**config.mk**
```make
export PLATFORM = sky130hd
export DESIGN_NAME = chase_led_gen_flat
export DESIGN_NICKNAME = d
export VERILOG_FILES = /design/src/rtl/chase_led_gen_if.sv /design/src/rtl/chase_led_gen.sv /design/src/flat_wrapper.sv
export SDC_FILE = /design/constraint.sdc
export NUM_CORES = 1
export LEC_CHECK = 0
export ABC_AREA = 0
export BUFFER_PORTS_ARGS = -buffer_cell sky130_fd_sc_hd__buf_2
export CORE_AREA = 2 2 112 114
export DETAILED_ROUTE_END_ITERATION = 6
export DIE_AREA = 0 0 114 116
export PLACE_DENSITY = 0.51
export RECOVER_POWER = 25
export SYNTH_ARGS = -nofsm -noshare
export SYNTH_HDL_FRONTEND = slang
export SYNTH_SLANG_ARGS = --single-unit
```
**constraint.sdc**
```tcl
create_clock -name clk -period 3.3 [get_ports clk]
set_input_delay 0 -clock clk [delete_from_list [all_inputs] [get_ports clk]]
set_output_delay 0 -clock clk [all_outputs]
set_load 0.1 [all_outputs]
```
**src/rtl/chase_led_gen_if.sv**
```systemverilog
// Control and LED-drive bundle for chase_led_gen.
// The controller drives stop/mode/divisor, and the generator drives out/dir/tick.
interface chase_led_gen_if #(
   parameter int WIDTH = 16,
   parameter int DIV_W = 24
);
   logic             stop;
   logic [1:0]       mode;
   logic [DIV_W-1:0] divisor;
   logic [WIDTH-1:0] out;
   logic             dir;
   logic             tick;

   modport master (output stop, mode, divisor, input out, dir, tick);
   modport slave  (input stop, mode, divisor, output out, dir, tick);
endinterface

```
**src/rtl/chase_led_gen.sv**
```systemverilog
// Chasing-LED pattern generator with a step prescaler.
// It tracks a single lead position and drives a one-hot or thermometer LED pattern.
// Position, direction and pattern all update together on each prescaler step.
module chase_led_gen #(
   parameter int WIDTH = 16,
   parameter int DIV_W = 24
) (
   input  logic           clk,
   input  logic           reset,
   chase_led_gen_if.slave bus
);
   localparam int POS_W = $clog2(WIDTH);
   localparam logic [POS_W-1:0] POS_MAX = POS_W'(WIDTH - 1);
   localparam logic [POS_W-1:0] POS_ONE = POS_W'(1);
   localparam logic [DIV_W-1:0] CNT_ONE = DIV_W'(1);

   typedef enum logic [1:0] {
      MODE_BOUNCE = 2'b00,
      MODE_ROT_L  = 2'b01,
      MODE_ROT_R  = 2'b10,
      MODE_BAR    = 2'b11
   } mode_e;

   mode_e            mode;
   logic             step_en;
   logic [POS_W-1:0] pos, pos_nxt;
   logic             dir_r, dir_nxt;
   logic [DIV_W-1:0] cnt;
   logic             tick_r;
   logic [WIDTH-1:0] out_r, out_nxt;

   assign mode    = mode_e'(bus.mode);
   // A step is due once the counter has reached the divisor.
   // Using >= means a divisor lowered below cnt fires the step immediately.
   assign step_en = !bus.stop && (cnt >= bus.divisor);

   // Next lead position and direction for the selected run mode.
   always_comb begin
      // NOTE: defaults first so every path assigns both outputs; no latch is inferred.
      pos_nxt = pos;
      dir_nxt = dir_r;
      unique case (mode)
         MODE_BOUNCE: begin
            if (!dir_r) begin
               if (pos == POS_MAX) begin
                  pos_nxt = POS_MAX - POS_ONE;
                  dir_nxt = 1'b1;
               end else begin
                  pos_nxt = pos + POS_ONE;
               end
            end else begin
               if (pos == '0) begin
                  pos_nxt = POS_ONE;
                  dir_nxt = 1'b0;
               end else begin
                  pos_nxt = pos - POS_ONE;
               end
            end
         end
         MODE_ROT_R: begin
            dir_nxt = 1'b1;
            pos_nxt = (pos == '0) ? POS_MAX : pos - POS_ONE;
         end
         // MODE_ROT_L and MODE_BAR both climb toward the MSB and wrap to 0.
         default: begin
            dir_nxt = 1'b0;
            pos_nxt = (pos == POS_MAX) ? '0 : pos + POS_ONE;
         end
      endcase
   end

   // Pattern decode of the next position: one-hot, or thermometer in bar mode.
   always_comb begin
      out_nxt = '0;
      for (int i = 0; i < WIDTH; i++) begin
         if (mode == MODE_BAR) out_nxt[i] = (i <= int'(pos_nxt));
         else                  out_nxt[i] = (i == int'(pos_nxt));
      end
   end

   // Prescaler, position/direction and registered outputs.
   always_ff @(posedge clk) begin
      // NOTE: non-blocking assignments so every register samples pre-edge values.
      if (reset) begin
         pos    <= '0;
         dir_r  <= 1'b0;
         cnt    <= '0;
         tick_r <= 1'b0;
         out_r  <= WIDTH'(1);
      end else begin
         tick_r <= step_en;
         if (step_en) begin
            cnt   <= '0;
            pos   <= pos_nxt;
            dir_r <= dir_nxt;
            out_r <= out_nxt;
         end else if (!bus.stop) begin
            cnt <= cnt + CNT_ONE;
         end
      end
   end

   assign bus.out  = out_r;
   assign bus.dir  = dir_r;
   assign bus.tick = tick_r;
endmodule

```
**src/flat_wrapper.sv**
```systemverilog
// flat-port wrapper written by rule: the top's interface ports become plain ports
module chase_led_gen_flat 
#(
   parameter int WIDTH = 16,
   parameter int DIV_W = 24
)
  (clk, reset, bus_stop, bus_mode, bus_divisor, bus_out, bus_dir, bus_tick);
  chase_led_gen_if #(.WIDTH(WIDTH), .DIV_W(DIV_W)) bus_i ();
  input  logic clk;
  input  logic reset;
  input wire logic [$bits(bus_i.stop)-1:0] bus_stop;
  input wire logic [$bits(bus_i.mode)-1:0] bus_mode;
  input wire logic [$bits(bus_i.divisor)-1:0] bus_divisor;
  output wire logic [$bits(bus_i.out)-1:0] bus_out;
  output wire logic [$bits(bus_i.dir)-1:0] bus_dir;
  output wire logic [$bits(bus_i.tick)-1:0] bus_tick;
  assign bus_i.stop = bus_stop;
  assign bus_i.mode = bus_mode;
  assign bus_i.divisor = bus_divisor;
  assign bus_out = bus_i.out;
  assign bus_dir = bus_i.dir;
  assign bus_tick = bus_i.tick;
  chase_led_gen #(.WIDTH(WIDTH), .DIV_W(DIV_W)) u_core (.clk(clk), .reset(reset), .bus(bus_i));
endmodule
```
==> results of run 1 <==
cell usage in the layout (no fill, tap or decap), types with 4 or more instances in the layout:
master / instances
dfxtp_1: 46
clkbuf_16: 5
o21ai_0: 8
nor2_1: 48
clkbuf_1: 16
xor2_1: 12
nand2b_1: 6
inv_1: 32
xnor2_1: 11
nor2b_1: 7
nand2_1: 38
nand3_1: 9
buf_2: 30
mux2i_1: 5
and3_1: 9
buf_4: 6
or3_1: 7
nand3b_1: 4
nor3_1: 6
a21oi_1: 32
ha_1: 28
a211oi_1: 5
cells in the mapped netlist (2+ instances only):
cell type / instances / area share, %
nand3b_1: 4 / 1.0
ha_1: 28 / 12
nand2b_1: 6 / 1.3
o21bai_1: 3 / 0.76
nand2_1: 38 / 4.8
o31ai_1: 2 / 0.51
xnor2_1: 11 / 3.3
nand3_1: 9 / 1.5
nor3_1: 6 / 1.0
o21ai_0: 8 / 1.4
a211oi_1: 5 / 1.3
inv_1: 32 / 4.1
nand4_1: 2 / 0.42
and3_1: 9 / 1.9
nor2_1: 48 / 6.1
xor2_1: 12 / 3.6
or3_1: 7 / 1.5
buf_2: 2 / 0.34
clkbuf_1: 14 / 1.8
a21oi_1: 32 / 5.4
a211o_1: 3 / 0.89
and4_1: 3 / 0.89
mux2i_1: 5 / 1.7
nor2b_1: 7 / 1.5
dfxtp_1: 46 / 31
o211ai_1: 2 / 0.51
and2_1: 3 / 0.64
power by group through the flow:
stage / logic, uW / registers, uW / clock network [uW]
after CTS: 94.4 / 559 / 526
after global placement: 92.9 / 572 / 0
final: 93.1 / 559 / 507
after floorplan: 60.3 / 571 / 0
after detailed placement: 93.7 / 572 / 0
after global routing: 107 / 559 / 548
worst max path at each step:
stage / startpoint / slack, ns / endpoint / cells past startpoint
4_1_cts: u_core.cnt[23]$_SDFFE_PP0N_ / 0.33 / u_core.bus.out[9]$_SDFFE_PP0P_ / 10
5_1_grt: u_core.cnt[21]$_SDFFE_PP0N_ / 0.09 / u_core.bus.out[11]$_SDFFE_PP0P_ / 10
3_3_place_gp: u_core.pos[0]$_SDFFE_PP0P_ / 0.43 / u_core.bus.out[10]$_SDFFE_PP0P_ / 8
3_5_place_dp: u_core.cnt[23]$_SDFFE_PP0N_ / 0.36 / u_core.bus.out[9]$_SDFFE_PP0P_ / 10
6_report: u_core.cnt[21]$_SDFFE_PP0N_ / 0.39 / u_core.bus.out[9]$_SDFFE_PP0P_ / 10
2_1_floorplan: u_core.bus.dir$_SDFFE_PP0P_ / 0.38 / u_core.bus.out[10]$_SDFFE_PP0P_ / 8
kinds of logic after synthesis:
logic type	Yosys count	share of synthesized area [%]
and+or+nand+nor	151	25.1
AOI/OAI and AO/OA	73	15.7
buffers and inverters	50	6.71
DFF	46	31.3
adders and majority gates	28	11.9
xor gates and xnor gates	23	6.84
muxes	7	2.46
sequential cells by signal, indices dropped and copies added (netlist names):
| register | count |
|---|---|
| u_core.cnt | 24 |
| u_core.bus.out | 16 |
| u_core.pos | 4 |
| u_core.bus.dir | 1 |
| u_core.bus.tick | 1 |
per-layer routing:
metal,vias up,share of wire (%),track usage (%)
met5,-,0,0
met4,0,0.70,2.44
met3,4,3.6,1.94
met2,48,48,19.5
met1,1166,47,13.8
li1,1376,-,-
final cells by class:
cell class / count / area, um2 / area share, %
clock buffer: 5 / 125 / 3.62
clock inverter: 3 / 23.8 / 0.687
sequential: 46 / 921 / 26.6
tap: 147 / 184 / 5.31
inverter: 32 / 120 / 3.47
multi-input combinational: 282 / 1830 / 52.9
timing repair buffer: 52 / 255 / 7.38
through the flow:
step / util, % / hold slack, ns / cells / cell area, um2 / power (uW)
final: 29.1 / 0.0123 / 567 / 3460 / 1160
after global routing: 29.1 / 0.0268 / 567 / 3460 / 1210
after CTS: 29.2 / 0.00193 / 567 / 3480 / 1180
after detailed placement: 28.0 / 0.315 / 559 / 3330 / 666
after global placement: 28.0 / 0.309 / 559 / 3330 / 665
after floorplan: - / 0.136 / 378 / 2950 / 632
worst max-delay path, stage by stage (launching register included):
cell       delay, ns
dfxtp_1         0.34
ha_1            0.30
nand2_1         0.07
nor4_1          0.47
nand2_1         0.15
a2111oi_0       0.44
buf_4           0.20
o21bai_2        0.21
buf_4           0.27
a311oi_1        0.25
nor3_1          0.08
==> results by group, run 1 <==
Outcome
  – Status: finished clean

Worst setup path
  – Setup crit start kind: flip-flop
  – RR Startpoint: u_core.cnt[21]$_SDFFE_PP0N_
  – Critical path peak fanout: 18
  – R2R setup slack: slightly below 0.4 ns
  – Req. time, crit path: 3.46 ns
  – Arrival time at the worst endpoint: 3.07 ns
  – Setup Crit Path Kind: flip-flop to flip-flop
  – Worst r2r dst: u_core.bus.out[9]$_SDFFE_PP0P_
  – Crit. End Element: flip-flop
  – Reg2Reg Depth: 10

Pwr
  – Seq pwr share: 48.2%
  – Pwr dens: 335 mW/mm2
  – NetSw: roughly 280 uW
  – Switching share of power: approximately 24%
  – Clock power share: between 40% and 50%
  – Pleak: about 0.0015 uW
  – Internal Power: between 800 and 900 uW
  – Worst vdd ir: ~0.00020 V
  – Logic pwr share: roughly 8%

Detailed routing
  – DRC: 0
  – Routed wire length: between 7000 and 8000 um
  – Vias: 2594
  – Vias per inst: approximately 4.6
  – WL per Instance: approximately 12 um
  – DRT Pass-1 Iters: 4
  – Post-route ant nets: 0
  – DRT iter0 DRCs: 120

STA
  – Minimum clock period after layout: about 2.9 ns
  – Final Setup Violations: 0
  – Worst slew pin tran: 1.24 ns
  – Max Freq: approximately 0.34 GHz
  – Final Skew: 0.00816 ns
  – Ratio of final minimum period to clock period: 88.2%
  – Worst slew margin: 17.9%
  – Final hold violations: 0
  – Final WS setup: 0.390 ns
  – Setup_tns: 0 ns
  – Final max-slew violation count: 0
  – RSZ-0062 raised after global routing: false

Global route
  – Vias in the first global route: approximately 2500
  – Global-route wire length before repair: approximately 12000 um
  – GRT Resource Usage Total: between 10 and 15%
  – Initial antenna violation count: 0
  – Congestion Overflow GR: 0
  – Pin count of the biggest net entering global routing: 27

Yosys
  – Top_reg_cell synth: dfxtp_1
  – EDFF count, synth: 0
  – Sequential area share after synthesis: a little under a third
  – Synth cell types: 58
  – Yosys reg bits: 46
  – Synthesis warning total: 0
  – Ys async rst share: 0%
  – Cells after Synth: 378
  – Post-Syn Area per Cell: approximately 7.8 um2
  – Mapped Nets: about 440
  – Mapped Area: just under 0.003 mm2

Hold path
  – WHS Endpoint: u_core.cnt[2]$_SDFFE_PP0N_
  – Worst hold start: bus_stop
  – Worst hold path type: primary input to flip-flop
  – Hold path depth: 3

Floorplan
  – Row cnt: 40
  – Die Ht: 116 um
  – Width of the die: 114 um
  – IO Pins: 47
  – Die footprint: 0.0132 mm2
  – Core area: ~0.012 mm2
  – Initial Utilization: about 25%

Run
  – Max Cap Viol: 0

Placement
  – Post-DP HPWL: roughly 5400 um
  – Final GP Congestion: ~0.77
  – Post-Place Worst Slack: approximately 0.36 ns
  – Number of port buffers: 46

Final layout
  – Area growth, synth to finish: 17.5%
  – Ant diodes: 0
  – Fillers: roughly 1300
  – Share of cells above drive strength 1: a little under an eighth
  – Final net count: approximately 480

Clock network
  – CTS tree: yes
  – H-tree depth: 2
  – Clk sinks: 46
  – Hold-fix buffers, CTS: 0
  – Post-CTS Setup Inserts: 0
  – CTS Root Cell: clkbuf_16
  – TritonCTS Buffers: 5
  – Worst-case clock buffer depth: 2
  – CTS resizes: 0
  – Clk_lat worst skew: approximately 0.29 ns
  – Worst-path clk slew: around 0.070 ns
Note: power is estimated with default switching activity, not from simulation.
==> run 2: changes to the inputs <==
--- a/config.mk
+++ b/config.mk
@@ -10,6 +10,7 @@
 export CORE_AREA = 2 2 112 114
 export DETAILED_ROUTE_END_ITERATION = 6
 export DIE_AREA = 0 0 114 116
+export GPL_TIMING_DRIVEN = 0
 export PLACE_DENSITY = 0.51
 export RECOVER_POWER = 25
 export SYNTH_ARGS = -nofsm -noshare
==> results by group, run 2 (synthesized netlist as in run 1, its figures left out) <==
Detailed routing
  – WL per Instance: 12.4 um (about the same)
  – DRT iter0 DRCs: 84 (was 120)
  – Routed wire length: 7160 um (was 7030 um)
  – Vias per inst: 4.61 (was 4.57)
  – Vias: 2662 (was 2594)
  – Post-route ant nets: 0 (unchanged)
  – DRC: 0 (unchanged)
  – DRT Pass-1 Iters: 4 (unchanged)

Run
  – Max Cap Viol: 0 (unchanged)

Worst setup path
  – Crit. End Element: flip-flop (unchanged)
  – Setup crit start kind: flip-flop (unchanged)
  – Cell Chain, Critical Path: inv_1 -> ha_1 -> nor2_1 -> a21oi_1 -> o41ai_2 -> a2111oi_2 -> o21bai_1 -> clkbuf_1 -> buf_2 -> mux2i_1 -> nor2_1 (was ha_1 -> nand2_1 -> nor4_1 -> nand2_1 -> a2111oi_0 -> buf_4 -> o21bai_2 -> buf_4 -> a311oi_1 -> nor3_1)
  – Critical path peak fanout: 10 (was 18)
  – Setup Crit Path Kind: flip-flop to flip-flop (unchanged)
  – Req. time, crit path: 3.45 ns (was 3.46 ns)
  – Critical path's most frequent cell: nor2_1
  – Slowest CP cell: dfxtp_1 (was nor4_1)
  – Arrival time at the worst endpoint: 3.06 ns (was 3.07 ns)
  – R2R setup slack: 0.40 ns (was 0.39 ns)
  – Max stage delay on crit path: 0.41 ns (was 0.47 ns)

Final layout
  – Final net count: 486 (was 476)
  – Most frequent cells in the layout: 48 x nor2_1, 46 x dfxtp_1, 38 x nand2_1, 32 x inv_1, 32 x a21oi_1 (unchanged)
  – Share of cells above drive strength 1: 11.2% (was 11.9%)
  – Area growth, synth to finish: 18.9% (was 17.5%)
  – Fillers: 1319 (was 1330)
  – Area of the multi-input gates: 0.00185 mm2 (was 0.00183 mm2)
  – Largest Register: u_core.cnt (unchanged)
  – Post-Layout Cell Count: 577 (was 567)
  – Commonest non-fill, non-tap cell in the layout: nor2_1 (unchanged)
  – Max reg flops: 24 (unchanged)
  – Flip-flop and latch area: 921 um2 (unchanged)
  – Ant diodes: 0 (unchanged)

STA
  – RSZ-0062 raised after global routing: false (unchanged)
  – Max Freq: 0.344 GHz (about the same)
  – Worst slew margin: 19.1% (was 17.9%)
  – Final max-slew violation count: 0 (unchanged)
  – Worst slew pin tran: 1.22 ns (was 1.24 ns)
  – Setup_tns: 0 ns (unchanged)
  – Final hold slack: 0.00874 ns (was 0.0123 ns)
  – Minimum clock period after layout: 2.90 ns (was 2.91 ns)
  – Final Setup Violations: 0 (unchanged)
  – Ratio of final minimum period to clock period: 88.0% (was 88.2%)
  – Final Skew: 0.00470 ns (was 0.00816 ns)
  – Final hold violations: 0 (unchanged)
  – Final WS setup: 0.395 ns (was 0.390 ns)

Pwr
  – Worst vdd ir: 0.000188 V (was 0.000198 V)
  – Pleak: 0.00151 uW (was 0.00149 uW)
  – NetSw: 279 uW (was 282 uW)
  – Switching share of power: 23.7% (was 24.3%)
  – Logic pwr share: 8.1% (was 8.0%)
  – Pwr dens: 335 mW/mm2 (about the same)
  – Seq pwr share: 47.7% (was 48.2%)
  – Internal Power: 895 uW (was 878 uW)
  – Clock power share: 44.3% (was 43.7%)

Clock network
  – Clk sinks: 46 (unchanged)
  – Hold-fix buffers, CTS: 0 (unchanged)
  – Worst-case clock buffer depth: 2 (unchanged)
  – Clk_lat worst skew: 0.28 ns (was 0.29 ns)
  – CTS Root Cell: clkbuf_16 (unchanged)
  – H-tree depth: 2 (unchanged)
  – Worst-path clk slew: 0.07 ns (about the same)
  – TritonCTS Buffers: 5 (unchanged)
  – Post-CTS Setup Inserts: 0 (unchanged)
  – CTS tree: yes (unchanged)

Global route
  – Global-route wire length before repair: 11700 um (was 11900 um)
  – Vias in the first global route: 2446 (was 2493)
  – Initial antenna violation count: 0 (unchanged)
  – Pin count of the biggest net entering global routing: 15 (was 27)
  – GRT Resource Usage Total: 10.9% (about the same)
  – Congestion Overflow GR: 0 (unchanged)

Hold path
  – Worst hold path type: primary input to flip-flop (unchanged)

Placement
  – Number of port buffers: 44 (was 46)
  – Post-Place Worst Slack: 0.0242 ns (was 0.357 ns)
  – Dpl cells: 569 (was 559)
  – Final GP Congestion: 0.841 (was 0.766)
  – Post-DP HPWL: 5530 um (was 5410 um)

Floorplan
  – Die Ht: 116 um (unchanged)
  – Initial Utilization: 24.7% (unchanged)
  – Row cnt: 40 (unchanged)
  – Core area: 0.0119 mm2 (unchanged)
  – Width of the die: 114 um (unchanged)
  – Die footprint: 0.0132 mm2 (unchanged)
  – IO Pins: 47 (unchanged)

Outcome
  – Status: finished clean (unchanged)
-- run 2: stage by stage --
stage	cell area [um2]	power [uW]	util, %
finish	3500	1170	29.4
global route	3500	1230	29.4
CTS	3500	1190	29.4
detailed placement	3350	666	28.1
global placement	3350	664	28.1
floorplan	2950	632	-
-- run 2: layer usage --
layer	wire, um	GRT usage, %	part of all wire, %
met1	3350	13.7	47
met2	3490	19.2	49
met3	263	2.20	3.7
met4	66	2.36	0.92
met5	0	0	0
-- run 2: area by class of cell --
type	count	area share, %
sequential	46	26.3
inverter	32	3.43
multi-input combinational	282	52.7
buffer	18	2.25
clock buffer	6	3.96
tap	147	5.25
timing repair buffer	44	5.71
clock inverter	2	0.357
-- run 2: worst paths after layout --
kind	start	to	cells after the start
worst max register to register	u_core.cnt[0]$_SDFFE_PP0N_	u_core.pos[3]$_SDFFE_PP0P_	11
worst min-delay path	bus_stop	u_core.cnt[2]$_SDFFE_PP0N_	3
worst max-delay path	u_core.cnt[0]$_SDFFE_PP0N_	u_core.pos[3]$_SDFFE_PP0P_	11
worst min register to register	u_core.bus.out[15]$_SDFFE_PP0P_	u_core.bus.out[15]$_SDFFE_PP0P_	2
-- run 2: worst max-delay path: cells and delay by family, from the launching register on --
| family | cells | cell delay [ns] |
|---|---|---|
| muxes | 1 | 0.22 |
| and+or+nand+nor | 2 | 0.14 |
| buffers and inverters | 3 | 0.77 |
| adders and majority gates | 1 | 0.26 |
| AOI/OAI and AO/OA | 4 | 0.96 |
| DFF | 1 | 0.41 |
-- run 2: repair_timing --
item                                    in CTS  in global routing
cloned                                       0                  0
endpoints found under the setup margin       1                 41
pin swaps                                    0                  0
gates resized for setup                      1                  5
-- run 2: power groups by stage --
| stage | Clock (uW) | Sequential (uW) | Combinational, uW |
|---|---|---|---|
| 2_1_floorplan | 0 | 571 | 60.3 |
| 3_3_place_gp | 0 | 572 | 92.2 |
| 3_5_place_dp | 0 | 572 | 93.8 |
| 4_1_cts | 532 | 559 | 94.6 |
| 5_1_grt | 558 | 560 | 109 |
| 6_report | 520 | 559 | 94.8 |
